### src/rtl/grid_pixel_gen.sv
// grid_pixel_gen: maps the scan position onto a ROWS x COLS board and drives
// 4-bit RGB per pixel, with cell borders, a blinking cursor and a per-frame
// board snapshot so game-logic updates never tear a frame.
module grid_pixel_gen #(
    parameter int ROWS      = 4,
    parameter int COLS      = 4,
    parameter int CELL_W    = 160,
    parameter int CELL_H    = 120,
    parameter int V_ACTIVE  = 480,
    parameter int BORDER    = 2,
    parameter int BLINK_DIV = 16,
    localparam int SELW     = (ROWS * COLS > 1) ? $clog2(ROWS * COLS) : 1
) (
    input  logic                     clk_d,
    input  logic                     rst,
    input  logic [9:0]               pixel_x,
    input  logic [9:0]               pixel_y,
    input  logic                     video_on,
    input  logic [2*ROWS*COLS-1:0]   board,
    input  logic [SELW-1:0]          select_position,
    input  logic                     cursor_blink_en,
    output logic [3:0]               red,
    output logic [3:0]               green,
    output logic [3:0]               blue,
    output logic                     frame_tick
);

    localparam int NCELL = ROWS * COLS;
    localparam int CW    = $clog2(BLINK_DIV) + 1;

    // stage 1 state
    logic [2:0]  r_row, r_col;
    logic        r_in_grid, r_border, r_von;
    // snapshot / blink state
    logic [2*NCELL-1:0] r_board_snap;
    logic [SELW-1:0]    r_sel_snap;
    logic               r_frame_tick;
    logic [CW-1:0]      r_cnt;
    logic               r_phase;
    // stage 2 state
    logic [11:0] r_rgb;

    // combinational helpers
    logic [2:0]  w_col, w_row;
    logic [9:0]  w_xbase, w_ybase, w_xo, w_yo;
    logic        w_in_grid, w_border, w_snap;
    logic [5:0]  w_k;
    logic [1:0]  w_cell;
    logic        w_sel_hit, w_cursor_vis;
    logic [11:0] w_rgb;

    // column/row lookup by comparator chain against the cell boundaries
    always_comb begin
        w_col   = '0;
        w_xbase = '0;
        for (int unsigned c = 1; c < COLS; c++) begin
            if (pixel_x >= 10'(c * CELL_W)) begin
                w_col   = 3'(c);
                w_xbase = 10'(c * CELL_W);
            end
        end
        w_row   = '0;
        w_ybase = '0;
        for (int unsigned r = 1; r < ROWS; r++) begin
            if (pixel_y >= 10'(r * CELL_H)) begin
                w_row   = 3'(r);
                w_ybase = 10'(r * CELL_H);
            end
        end
        w_xo      = pixel_x - w_xbase;
        w_yo      = pixel_y - w_ybase;
        w_in_grid = ({1'b0, pixel_x} < 11'(COLS * CELL_W)) &&
                    ({1'b0, pixel_y} < 11'(ROWS * CELL_H));
        w_border  = (w_xo < 10'(BORDER)) || (w_yo < 10'(BORDER));
        w_snap    = (pixel_x == 10'd0) && ({1'b0, pixel_y} == 11'(V_ACTIVE));
    end

    // stage 1 pipeline register
    always_ff @(posedge clk_d) begin
        if (rst) begin
            r_row     <= '0;
            r_col     <= '0;
            r_in_grid <= 1'b0;
            r_border  <= 1'b0;
            r_von     <= 1'b0;
        end else begin
            r_row     <= w_row;
            r_col     <= w_col;
            r_in_grid <= w_in_grid;
            r_border  <= w_border;
            r_von     <= video_on;
        end
    end

    // frame snapshot of board/cursor plus blink frame counter
    always_ff @(posedge clk_d) begin
        if (rst) begin
            r_board_snap <= '0;
            r_sel_snap   <= '0;
            r_frame_tick <= 1'b0;
            r_cnt        <= '0;
            r_phase      <= 1'b0;
        end else begin
            r_frame_tick <= w_snap;
            if (w_snap) begin
                r_board_snap <= board;
                r_sel_snap   <= select_position;
                if (r_cnt == CW'(BLINK_DIV - 1)) begin
                    r_cnt   <= '0;
                    r_phase <= ~r_phase;
                end else begin
                    r_cnt <= r_cnt + 1'b1;
                end
            end
        end
    end

    // stage 2 colour selection from the snapshot, in priority order
    always_comb begin
        w_k          = 6'(r_row) * 6'(COLS) + 6'(r_col);
        w_cell       = 2'b00;
        for (int unsigned i = 0; i < NCELL; i++) begin
            if (w_k == 6'(i))
                w_cell = r_board_snap[2*i +: 2];
        end
        // sel_snap beyond the last cell can never match an in-grid index
        w_sel_hit    = (7'(r_sel_snap) == 7'(w_k));
        w_cursor_vis = !cursor_blink_en || !r_phase;
        w_rgb        = '0;
        if (!r_von || !r_in_grid)
            w_rgb = '0;
        else if (r_border)
            w_rgb = 12'h888;
        else if (w_sel_hit && w_cursor_vis)
            w_rgb = 12'h00F;
        else begin
            case (w_cell)
                2'b01:   w_rgb = 12'h0F0;
                2'b10:   w_rgb = 12'hF00;
                2'b11:   w_rgb = 12'hFF0;
                default: w_rgb = (r_row[0] ^ r_col[0]) ? 12'h000 : 12'hFFF;
            endcase
        end
    end

    // stage 2 output register
    always_ff @(posedge clk_d) begin
        if (rst)
            r_rgb <= '0;
        else
            r_rgb <= w_rgb;
    end

    assign red        = r_rgb[11:8];
    assign green      = r_rgb[7:4];
    assign blue       = r_rgb[3:0];
    assign frame_tick = r_frame_tick;

endmodule

### config.mk
export PLATFORM = sky130hd
export DESIGN_NAME = grid_pixel_gen
export DESIGN_NICKNAME = d
export VERILOG_FILES = /design/src/rtl/grid_pixel_gen.sv
export SDC_FILE = /design/constraint.sdc
export NUM_CORES = 1
export LEC_CHECK = 0
export CORE_MARGIN = 2
export CORE_UTILIZATION = 50
export DETAILED_ROUTE_END_ITERATION = 12
export PLACE_DENSITY = 0.86
export REMOVE_ABC_BUFFERS = 1
export SYNTH_ARGS = -nofsm -noshare
export SYNTH_HDL_FRONTEND = slang
export SYNTH_SLANG_ARGS = --single-unit
### constraint.sdc
create_clock -name clk_d -period 3.75 [get_ports clk_d]
set_clock_uncertainty 0.15 [all_clocks]
set_input_delay 0.75 -clock clk_d [delete_from_list [all_inputs] [get_ports clk_d]]
set_output_delay 0.75 -clock clk_d [all_outputs]
set_load 0.01 [all_outputs]
==> summary.log <==
qor: drt.avgRoutedWirePerCell 13.5 µm
qor: drt.antenna_violating_nets_post_route 0
qor: logic_synthesis.synth_compound_area_share 17.5%
qor: outcome.run_status complete, no violations
qor: critical_path.crit_fanout 5
qor: placed_design.hpwl 5040 µm
qor: clocking.cts-hold-fix-buffers 0
qor: logic_synthesis.main_combinational_cell_family_by_area_after_synthesis simple AND/OR/NAND/NOR gates
qor: logic_synthesis.synth_common_cells nand2_1, dfxtp_1, a21oi_1, nor2_1, inv_1
qor: worst_hold_path.hp_class flop to flop
qor: sta.rsz0062_at_grt false
qor: drt.routed-via-count 2,664
qor: critical_path.cp.arrival 3.49 ns
qor: drt.detail_route.vias_per_cell 5.30
qor: sta.finalSetupViolCount 0
qor: logic_synthesis.synth_simple_gate_area_share 24.0%
qor: drt.detail_route.wirelength 6810 µm
qor: logic_synthesis.mappedNetlistArea 0.00301 mm²
qor: logic_synthesis.most_frequent_cell_after_synthesis nand2_1
qor: logic_synthesis.synth.largest_area_cell dfxtp_1
qor: logic_synthesis.netlist-cell-type-count 56
qor: clocking.clock_tree_from_tritoncts done
qor: sta.timing.fmax 295 MHz
qor: placed_design.routabilityCongestion 0.822
qor: sta.post-route-period-util 90.4%
qor: logic_synthesis.synthXorXnorAreaFrac 3.21%
qor: power.cellLeakagePower 1.39 nW
qor: critical_path.worstSetupStartpointType input pin
qor: drt.drt_iter0_markers 176
qor: drt.drc 0
qor: floorplan.rows 28
qor: logic_synthesis.synth_async_sr_flop_share 0%
qor: grt.grt_pass1_wl 11,100 µm
qor: logic_synthesis.synthesized_netlist_cell_count 367
qor: clocking.cts_root_buf clkbuf_8
qor: floorplan.top_level_ports 73
qor: grt.largest_net_degree_at_the_start_of_global_routing 34
qor: finish.antenna_cells_inserted 0
qor: logic_synthesis.synth_enable_flop_cells 0
qor: critical_path.cp.required 3.85 ns
qor: sta.worst_slew_margin_rel 55.2%
qor: logic_synthesis.synth.avg_cell_area 8.19 µm²
qor: finish.area_growth_syn_to_layout 27.3%
qor: drt.drt_pass1_iterations 4
qor: clocking.cts_repair_resize_count 0
qor: logic_synthesis.synth-seq-area-share 37.3%
qor: sta.worst_pin_slew 0.671 ns
qor: logic_synthesis.adder_and_majority_cell_fraction_of_the_synthesized_area 5.91%
qor: clocking.clockBufferDepth 2
qor: sta.finalHoldViolations 0
qor: floorplan.initial_utilization 51.4%
qor: critical_path.timing_worst_setup_path_type input pin to flop
qor: clocking.clkSinkCount 56
qor: floorplan.die_x 81.5 µm
qor: logic_synthesis.ys.flop_type dfxtp_1
qor: clocking.cts_htree_levels 2
qor: grt.grt_overflow_total 0
qor: logic_synthesis.ys_ff_latch 56
qor: clocking.numCtsBuffers 5
qor: clocking.clk-insertion-delay-late 0.31 ns
qor: logic_synthesis.netlist_top_cells_area dfxtp_1, nand2_1, a21oi_1, ha_1, mux4_2
qor: sta.fin_setup_tns 0 ns
qor: sta.post-route-min-period 3.39 ns
qor: finish.layout_cells_sized_above_1 6.31%
qor: power.vdd.ir_drop.worst 0.000257 V
qor: floorplan.core_area 0.00585 mm²
qor: sta.timing.final.max_slew_violations 0
qor: logic_synthesis.synth_mux_area_share 5.04%
qor: power.power.total 1.14 mW
qor: grt.grt_pass1_vias 2,514
qor: floorplan.dieHeight 81.5 µm
qor: job.max-cap-violations 0
qor: logic_synthesis.yosys.area.top_type_share 37.3%
qor: power.pwr_density_cell 299 mW/mm²
qor: finish.num-nets-final 500
qor: grt.grt_antenna_before_repair 0
qor: critical_path.timing.critical_path.to_type flop
qor: clocking.clk_pin_slew_worst_paths 0.09 ns
qor: grt.grt.total_usage 21.4%
qor: placed_design.place.port_buffers 72
qor: logic_synthesis.number_of_warning_messages_in_the_yosys_log 0
qor: floorplan.fp.dieArea 0.00665 mm²
qor: clocking.post_cts_buffers 0
==> cell families after synthesis <==
logic type,Yosys count
multiplexers,10
AO/OA/AOI/OAI,85
XOR/XNOR,11
buffers and inverters,41
flip-flops,56
adder cells (fa/ha/maj),13
AND/OR/NAND/NOR,151
==> state kept, by name, indices dropped and copies added, names as in the netlist <==
name and flops:
r_col 2, r_von 1, r_sel_snap 4, r_phase 1, frame_tick 1, r_in_grid 1, r_border 1, r_rgb 6
r_cnt 5, r_board_snap 32, r_row 2
==> path summary, 6_finish.rpt <==
path / startpoint / endpoint / slack [ns] / cells after the start
setup reg to reg: r_col[1]$_SDFF_PP0_ / r_rgb[1]$_SDFF_PP0_ / 1.51 / 5
hold / removal: r_board_snap[24]$_SDFFE_PP0P_ / r_board_snap[24]$_SDFFE_PP0P_ / 0.31 / 2
setup / recovery: pixel_y[5] / r_border$_SDFF_PP0_ / 0.36 / 13
hold reg to reg: r_board_snap[24]$_SDFFE_PP0P_ / r_board_snap[24]$_SDFFE_PP0P_ / 0.31 / 2
==> final cells by class <==
type	count	area, µm²
Sequential cell	56	1120
Fill cell	486	2020
Multi-Input combinational cell	270	1670
Clock inverter	2	10.0
Tap cell	75	93.8
Inverter	13	48.8
Timing Repair Buffer	81	796
Clock buffer	6	82.6
==> layer usage <==
| metal | routed length, µm | GRT usage, % |
|---|---|---|
| met2 | 3460 | 37.9 |
| met4 | 95 | 6.44 |
| met3 | 279 | 4.40 |
| met1 | 2970 | 26.1 |
| met5 | 0 | 0 |
==> where the power goes <==
part           internal (mW)  switching [mW]
Combinational          0.112          0.0849
Sequential             0.599          0.0112
Clock                  0.148           0.188
==> stage by stage <==
| step | hold WS [ns] | utilization [%] | worst slack, ns | cells | cell area, µm² |
|---|---|---|---|---|---|
| 2_1_floorplan | 0.271 | - | 0.856 | 339 | 2840 |
| 3_3_place_gp | 0.287 | 63.8 | 0.236 | 495 | 3730 |
| 3_5_place_dp | 0.295 | 63.8 | 0.0936 | 495 | 3730 |
| 4_1_cts | 0.308 | 65.4 | 0.401 | 503 | 3830 |
| 5_1_grt | 0.332 | 65.4 | 0.180 | 503 | 3830 |
| 6_report | 0.307 | 65.4 | 0.359 | 503 | 3830 |
==> critical path: stages <==
cell	delay, ns
clkdlybuf4s50_1	0.56
o211ai_1	0.14
and3b_1	0.20
o21bai_1	0.17
and2_1	0.17
ha_1	0.16
inv_1	0.05
fa_1	0.40
a21o_1	0.17
a21oi_1	0.17
nor3b_1	0.24
o221ai_1	0.15
a21oi_1	0.14
==> cells in the final DEF, fill, tap and decap left out, types with 3 or more instances in the layout <==
cell type | Yosys | layout
a21oi_1 | 48 | 48
a31oi_1 | 4 | 4
and2_1 | 3 | 3
and3_1 | 3 | 3
buf_4 | 11 | 8
clkbuf_8 | 0 | 6
clkdlybuf4s50_1 | 0 | 71
dfxtp_1 | 56 | 56
ha_1 | 11 | 11
inv_1 | 12 | 12
mux2i_1 | 5 | 5
mux4_2 | 4 | 4
nand2_1 | 84 | 84
nand3_1 | 7 | 7
nand3b_1 | 3 | 3
nand4_1 | 3 | 3
nand4b_1 | 3 | 3
nor2_1 | 18 | 18
nor2b_1 | 7 | 7
nor3b_1 | 4 | 4
o21ai_0 | 9 | 9
xnor2_1 | 5 | 5
xor2_1 | 6 | 6
Power figures use the tool's default switching activity.
